## config.mk

```make
export PLATFORM = sky130hd
export DESIGN_NAME = prbs_checker_multi
export DESIGN_NICKNAME = d
export VERILOG_FILES = /design/src/rtl/prbs_checker_multi.sv
export SDC_FILE = /design/constraint.sdc
export NUM_CORES = 1
export LEC_CHECK = 0
export ABC_AREA = 1
export CORE_ASPECT_RATIO = 0.6
export CORE_MARGIN = 1.5
export CORE_UTILIZATION = 47
export CTS_BUF_LIST = sky130_fd_sc_hd__clkbuf_8
export CTS_CLUSTER_SIZE = 24
export DETAILED_ROUTE_END_ITERATION = 8
export PLACE_DENSITY = 0.84
export SYNTH_ARGS = -nofsm -noshare
export SYNTH_HDL_FRONTEND = slang
export SYNTH_SLANG_ARGS = --single-unit
export TNS_END_PERCENT = 50
```

## constraint.sdc

```tcl
create_clock -name clk -period 10.6 [get_ports clk]
set_clock_uncertainty 0.15 [all_clocks]
set_input_delay 2.65 -clock clk [delete_from_list [all_inputs] [get_ports clk]]
set_output_delay 2.65 -clock clk [all_outputs]
set_load 0.1 [all_outputs]
```

## src/rtl/prbs_checker_multi.sv

```systemverilog
// prbs_checker_multi
// Self-synchronising PRBS7/15/23/31 checker for the ETROC2 readout link test
// path. Every accepted word is compared against a prediction that is seeded
// from the last 31 received bits. The result is reported per bit and per word.
// A search/lock state machine qualifies the link. Three saturating counters
// accumulate statistics while the link is locked.
//
// Ports
//   clk            word clock, the only clock
//   rst            synchronous active-high reset
//   din_valid      din carries a word this cycle
//   din            received word, bit 0 earliest in time
//   prbs_sel       0=PRBS7 1=PRBS15 2=PRBS23 3=PRBS31
//   resync         pulse, forces re-acquisition from IDLE
//   cnt_clear      pulse, zeroes the three statistics counters
//   out_valid      outputs below describe the word accepted last cycle
//   prbs_exp       predicted word
//   err_bits       prbs_exp ^ din
//   err_word_cnt   population count of err_bits
//   locked         checker is in LOCKED
//   bit_err_total  saturating sum of err_word_cnt over locked words
//   errword_total  saturating count of errored locked words
//   word_total     saturating count of locked words
module prbs_checker_multi #(
  parameter int DATA_WIDTH   = 32,
  parameter int CNT_WIDTH    = 32,
  parameter int LOCK_WORDS   = 4,
  parameter int UNLOCK_WORDS = 4
) (
  input  logic                            clk,
  input  logic                            rst,
  input  logic                            din_valid,
  input  logic [DATA_WIDTH-1:0]           din,
  input  logic [1:0]                      prbs_sel,
  input  logic                            resync,
  input  logic                            cnt_clear,
  output logic                            out_valid,
  output logic [DATA_WIDTH-1:0]           prbs_exp,
  output logic [DATA_WIDTH-1:0]           err_bits,
  output logic [$clog2(DATA_WIDTH+1)-1:0] err_word_cnt,
  output logic                            locked,
  output logic [CNT_WIDTH-1:0]            bit_err_total,
  output logic [CNT_WIDTH-1:0]            errword_total,
  output logic [CNT_WIDTH-1:0]            word_total
);

  localparam int ECW   = $clog2(DATA_WIDTH+1);
  localparam int SUM_W = ((CNT_WIDTH > ECW) ? CNT_WIDTH : ECW) + 1;

  typedef enum logic [1:0] {
    IDLE   = 2'd0,
    SEARCH = 2'd1,
    LOCKED = 2'd2
  } state_t;

  state_t                state_q, state_d;
  logic [30:0]           hist_q, hist_d;
  logic [7:0]            goodCnt_q, goodCnt_d;
  logic [7:0]            badCnt_q, badCnt_d;
  logic [1:0]            sel_q;
  logic                  outValid_q, outValid_d;
  logic [DATA_WIDTH-1:0] prbsExp_q, prbsExp_d;
  logic [DATA_WIDTH-1:0] errBits_q, errBits_d;
  logic [ECW-1:0]        errCnt_q, errCnt_d;
  logic [CNT_WIDTH-1:0]  bitErrTot_q, bitErrTot_d;
  logic [CNT_WIDTH-1:0]  errWordTot_q, errWordTot_d;
  logic [CNT_WIDTH-1:0]  wordTot_q, wordTot_d;

  logic [DATA_WIDTH+30:0] ext;
  logic [DATA_WIDTH-1:0]  predWord;
  logic [DATA_WIDTH-1:0]  errWord;
  logic [ECW-1:0]         errCnt;
  logic                   selChange;
  logic                   resyncAll;
  logic                   cleanWord;

  // Saturating add. The sum is formed wide enough that neither operand can
  // overflow before the clamp is applied. This matters when the popcount is
  // wider than a narrow counter.
  function automatic logic [CNT_WIDTH-1:0] satAdd(input logic [CNT_WIDTH-1:0] base,
                                                  input logic [ECW-1:0]       inc);
    logic [SUM_W-1:0] sum;
    logic [SUM_W-1:0] lim;
    sum = SUM_W'(base) + SUM_W'(inc);
    lim = SUM_W'({CNT_WIDTH{1'b1}});
    if (sum > lim) return {CNT_WIDTH{1'b1}};
    return sum[CNT_WIDTH-1:0];
  endfunction

  // Prediction chain: the low 31 bits of ext hold history, oldest in bit 0.
  // Each new bit is derived from earlier chain bits, including bits
  // predicted earlier in the same word. Because of this, a received error
  // never feeds back into the word it is in.
  always_comb begin
    ext = '0;
    ext[30:0] = hist_q;
    for (int i = 0; i < DATA_WIDTH; i++) begin
      case (sel_q)
        2'd0:    ext[31+i] = ext[31+i-7]  ^ ext[31+i-6];
        2'd1:    ext[31+i] = ext[31+i-15] ^ ext[31+i-14];
        2'd2:    ext[31+i] = ext[31+i-23] ^ ext[31+i-18];
        default: ext[31+i] = ext[31+i-31] ^ ext[31+i-28];
      endcase
    end
    predWord = ext[31 +: DATA_WIDTH];
  end

  // Per-word error vector and its population count.
  always_comb begin
    errWord = predWord ^ din;
    errCnt  = '0;
    for (int i = 0; i < DATA_WIDTH; i++) begin
      errCnt = errCnt + ECW'(errWord[i]);
    end
  end

  // A change of the polynomial select behaves exactly like a resync pulse.
  // An all-zero word is never treated as clean, so a dead link cannot hold
  // or gain lock.
  assign selChange = (prbs_sel != sel_q);
  assign resyncAll = resync | selChange;
  assign cleanWord = (errCnt == '0) && (din != '0);

  // Next-state logic for the search/lock FSM, the history, the per-word
  // results and the statistics counters. A resync discards the word in the
  // same cycle and keeps the counters. A clear forms the base that the
  // same-cycle locked word adds to.
  always_comb begin
    state_d      = state_q;
    hist_d       = hist_q;
    goodCnt_d    = goodCnt_q;
    badCnt_d     = badCnt_q;
    outValid_d   = 1'b0;
    prbsExp_d    = prbsExp_q;
    errBits_d    = errBits_q;
    errCnt_d     = errCnt_q;
    bitErrTot_d  = bitErrTot_q;
    errWordTot_d = errWordTot_q;
    wordTot_d    = wordTot_q;

    if (resyncAll) begin
      state_d   = IDLE;
      goodCnt_d = '0;
      badCnt_d  = '0;
    end else begin
      if (cnt_clear) begin
        bitErrTot_d  = '0;
        errWordTot_d = '0;
        wordTot_d    = '0;
      end
      if (din_valid) begin
        hist_d     = din[DATA_WIDTH-1 -: 31];
        outValid_d = 1'b1;
        prbsExp_d  = predWord;
        errBits_d  = errWord;
        errCnt_d   = errCnt;
        case (state_q)
          IDLE: begin
            errBits_d = '0;
            errCnt_d  = '0;
            state_d   = SEARCH;
            goodCnt_d = '0;
          end
          SEARCH: begin
            if (cleanWord) begin
              if (({1'b0, goodCnt_q} + 9'd1) >= 9'(LOCK_WORDS)) begin
                state_d   = LOCKED;
                goodCnt_d = '0;
                badCnt_d  = '0;
              end else begin
                goodCnt_d = goodCnt_q + 8'd1;
              end
            end else begin
              goodCnt_d = '0;
            end
          end
          LOCKED: begin
            wordTot_d    = satAdd(wordTot_d, ECW'(1));
            bitErrTot_d  = satAdd(bitErrTot_d, errCnt);
            errWordTot_d = satAdd(errWordTot_d, ECW'(errCnt != '0));
            if (cleanWord) begin
              badCnt_d = '0;
            end else if (({1'b0, badCnt_q} + 9'd1) >= 9'(UNLOCK_WORDS)) begin
              state_d   = SEARCH;
              goodCnt_d = '0;
              badCnt_d  = '0;
            end else begin
              badCnt_d = badCnt_q + 8'd1;
            end
          end
          default: begin
            state_d = IDLE;
          end
        endcase
      end
    end
  end

  // State and result registers with synchronous reset.
  always_ff @(posedge clk) begin
    if (rst) begin
      state_q      <= IDLE;
      hist_q       <= '0;
      goodCnt_q    <= '0;
      badCnt_q     <= '0;
      sel_q        <= 2'd0;
      outValid_q   <= 1'b0;
      prbsExp_q    <= '0;
      errBits_q    <= '0;
      errCnt_q     <= '0;
      bitErrTot_q  <= '0;
      errWordTot_q <= '0;
      wordTot_q    <= '0;
    end else begin
      state_q      <= state_d;
      hist_q       <= hist_d;
      goodCnt_q    <= goodCnt_d;
      badCnt_q     <= badCnt_d;
      sel_q        <= prbs_sel;
      outValid_q   <= outValid_d;
      prbsExp_q    <= prbsExp_d;
      errBits_q    <= errBits_d;
      errCnt_q     <= errCnt_d;
      bitErrTot_q  <= bitErrTot_d;
      errWordTot_q <= errWordTot_d;
      wordTot_q    <= wordTot_d;
    end
  end

  assign out_valid     = outValid_q;
  assign prbs_exp      = prbsExp_q;
  assign err_bits      = errBits_q;
  assign err_word_cnt  = errCnt_q;
  assign locked        = (state_q == LOCKED);
  assign bit_err_total = bitErrTot_q;
  assign errword_total = errWordTot_q;
  assign word_total    = wordTot_q;

endmodule

```

==> results_dict.tcl <==
set metrics [dict create \
    cp_slowest_cell "fa_1" \
    nets 2741 \
    clock_latency_ns 0.59 \
    p_leak_uw 0.00811 \
    finalInstanceArea_sq_um 21000 \
    power_frac_clock_pct 10.9 \
    htree_levels 2 \
    worst_ep_required_time_ns 10.91 \
    clk_pin_slew_worst_paths_ns 0.07 \
    crit_type "reg2reg" \
    wl_um 64400 \
    vias 17762 \
    p_per_area_nw_per_um2 383 \
    cts_buffers 38 \
    outcome "finished, violations left" \
    synth_cells 2237 \
    ys_warn_count 0 \
    finalHoldWorstSlack_ns 0.319 \
    tritoncts "built" \
    p_int_uw 4250 \
    vias_per_cell 5.73 \
    min_period_ns 10.86 \
    synthMostInstantiatedCell "nand2_1" \
    yosysTopAreaCell "dfxtp_1" \
    fin_ws_ns -0.259 \
    die_w_um 235 \
    layoutNonFillerInstCount 3100 \
    dp_cells 2987 \
    rsz0062_at_grt "true" \
    swShare_pct 47.3 \
    synth_edf_count 0 \
    drc 0 \
    grt_usage_pct 36.8 \
    antennaDiodeCount 0 \
    grt_pass1_wl_um 94900 \
    initial_core_util_pct 48.3 \
    slew_headroom_pct 22.5 \
    post-route-period-util_pct 102 \
    setup_violations 32 \
    pwr-share-seq_pct 10.5 \
    dieArea_sq_um 33500 \
    yosys_most_used_dff "dfxtp_1" \
    drive_above_1_share_pct 20.2 \
    rows 50 \
    synth-async-reset-ratio_pct 0 \
    setup_tns_ns -5.79 \
    switching_power_uw 3810 \
    drt_iter0_markers 2623 \
    power.total_uw 8060 \
    grt_max_degree 87 \
    syn_nets 2321 \
    clockBufferDepth 3 \
    synth_common_cells "nand2_1, a21oi_1, inv_1" \
    avgSynthCellArea_sq_um 6.81 \
    synth_top_area_share_pct 28.7 \
    hold_path.class "reg2reg" \
    start_kind "flop" \
    grt-ovfl-total 0 \
    place_hpwl_um 47400 \
    irDropWorstVdd_v 0.00156 \
    place_congestion 1.09 \
    cap_violations 0 \
    first_global_vias 16010 \
    core_area_sq_um 31500 \
    boundaryPins 207 \
    violations "negative setup slack" \
    postRouteAntennaNets 0 \
    crit_path_max_fanout 9 \
    tightest_slew_ns 1.15 \
    holdBufCountCts 0 \
    cts-root-buf "clkbuf_8" \
    cts_sinks 218 \
    critical_path.max_stage_delay_ns 0.62 \
    grt_antenna_before_repair 0 \
    fmax_ghz 0.0921 \
    slew_violations 0 \
    r2r_cells 60 \
    dr.pass1.iters 6 \
    synthDistinctLibCells 69 \
    ys_seq_area_share_pct 28.7 \
    ys_seq_elements 218 \
    wire_per_inst_um 20.8 \
    netlist_area_sq_um 15200 \
    numPortBuffers 206 \
    p_comb_share_pct 78.6 \
    min_delay_path_depth 2 \
    die_h_um 142 \
    setup.worst_path.end_class "flop" \
    postPlaceCellArea_sq_um 19200 \
    area_delta_synth_final_pct 38.2 \
    yosys-top-cells-area "dfxtp_1, a21oi_1, nand2_1" \
    worstPathArrival_ns 11.17 \
    finalHoldViolCount 0 \
]
-- timing repair --
item,4_1_cts,5_1_grt
hold endpoints to repair,0,0
gates resized for setup,56,95
setup endpoints to repair,32,62
setup buffers,21,23
pin swaps,12,48
gates cloned,1,2
-- per-stage QoR --
step / util (%) / setup WS, ns
3_5_place_dp: 60.8 / -0.573
5_1_grt: 66.7 / -0.598
4_1_cts: 64.8 / -0.0196
2_1_floorplan: - / 0.101
6_report: 66.7 / -0.259
3_3_place_gp: 60.8 / -0.251
-- routing by layer --
layer / global-route usage [%] / up-vias / share of wire (%)
met3: 14.9 / 106 / 14
met2: 50.7 / 1082 / 39
met5: 0 / - / 0
met4: 7.74 / 0 / 1.9
li1: - / 8247 / -
met1: 53.0 / 8327 / 44
-- registers in the layout, summed over array words and instances (netlist names), 6 cells and up --
| register | flops |
|---|---|
| prbs_exp | 32 |
| err_bits | 32 |
| goodCnt_q | 8 |
| word_total | 32 |
| hist_q | 31 |
| badCnt_q | 8 |
| bit_err_total | 32 |
| errword_total | 32 |
| err_word_cnt | 6 |
-- worst paths after layout --
check          startpoint                end  slack (ns)
max              sel_q[0]  errword_total[28]       -0.26
min          err_bits[26]       err_bits[26]        0.32
max reg2reg      sel_q[0]  errword_total[28]       -0.26
min reg2reg  err_bits[26]       err_bits[26]        0.32
-- logic make-up after synthesis --
group / Yosys count / share of synthesized area, %
adders and majority gates: 45 / 4.93
AOI/OAI and AO/OA: 571 / 21.6
and+or+nand+nor: 866 / 26.4
xor gates and xnor gates: 137 / 7.98
DFF: 218 / 28.7
buffers and inverters: 400 / 10.5
-- power groups by stage --
stage / Clock [uW] / Sequential (uW) / Combinational [uW]
5_1_grt: 919 / 850 / 6940
4_1_cts: 885 / 848 / 6010
2_1_floorplan: 0 / 930 / 3080
6_report: 880 / 848 / 6330
3_3_place_gp: 0 / 865 / 5490
3_5_place_dp: 0 / 866 / 5690
-- area by class of cell --
cell class              instances  area, sq um
flip-flops and latches        218         4370
inverters                     285         1090
fillers                      2760        10500
repair buffers                493         4350
clock inverters                19          170
clock buffers                  48          661
multi-input cells            1619         9850
repair inverters                2         17.5
well taps                     416          520
-- placed cells by master (no fill, tap or decap), types with 15 or more instances in the layout --
cell type          n
inv_1            275
fa_1              24
buf_4            268
nor3_1            35
xor2_1            85
o21ai_0          138
o221ai_1          35
dfxtp_1          215
nor2_4            16
nor2_1           158
nand2_2           34
clkbuf_8          48
nand2_4           21
nand3_1          101
nand4_1           29
o211ai_1          15
nand3_2           17
nor4_1            18
ha_1              17
clkdlybuf4s50_1  204
nand2_1          389
o31ai_1           17
xnor2_1           38
a21oi_1          306
-- worst max-delay path: cells and delay by family, from the launching register on --
family                     cells  cell delay, ns
and+or+nand+nor               29            3.61
adders and majority gates      9            3.56
buffers and inverters         15            1.74
AOI/OAI and AO/OA              6            1.11
xor gates and xnor gates       1            0.16
DFF                            1            0.36
No activity file was read; power rests on OpenSTA's default activity.
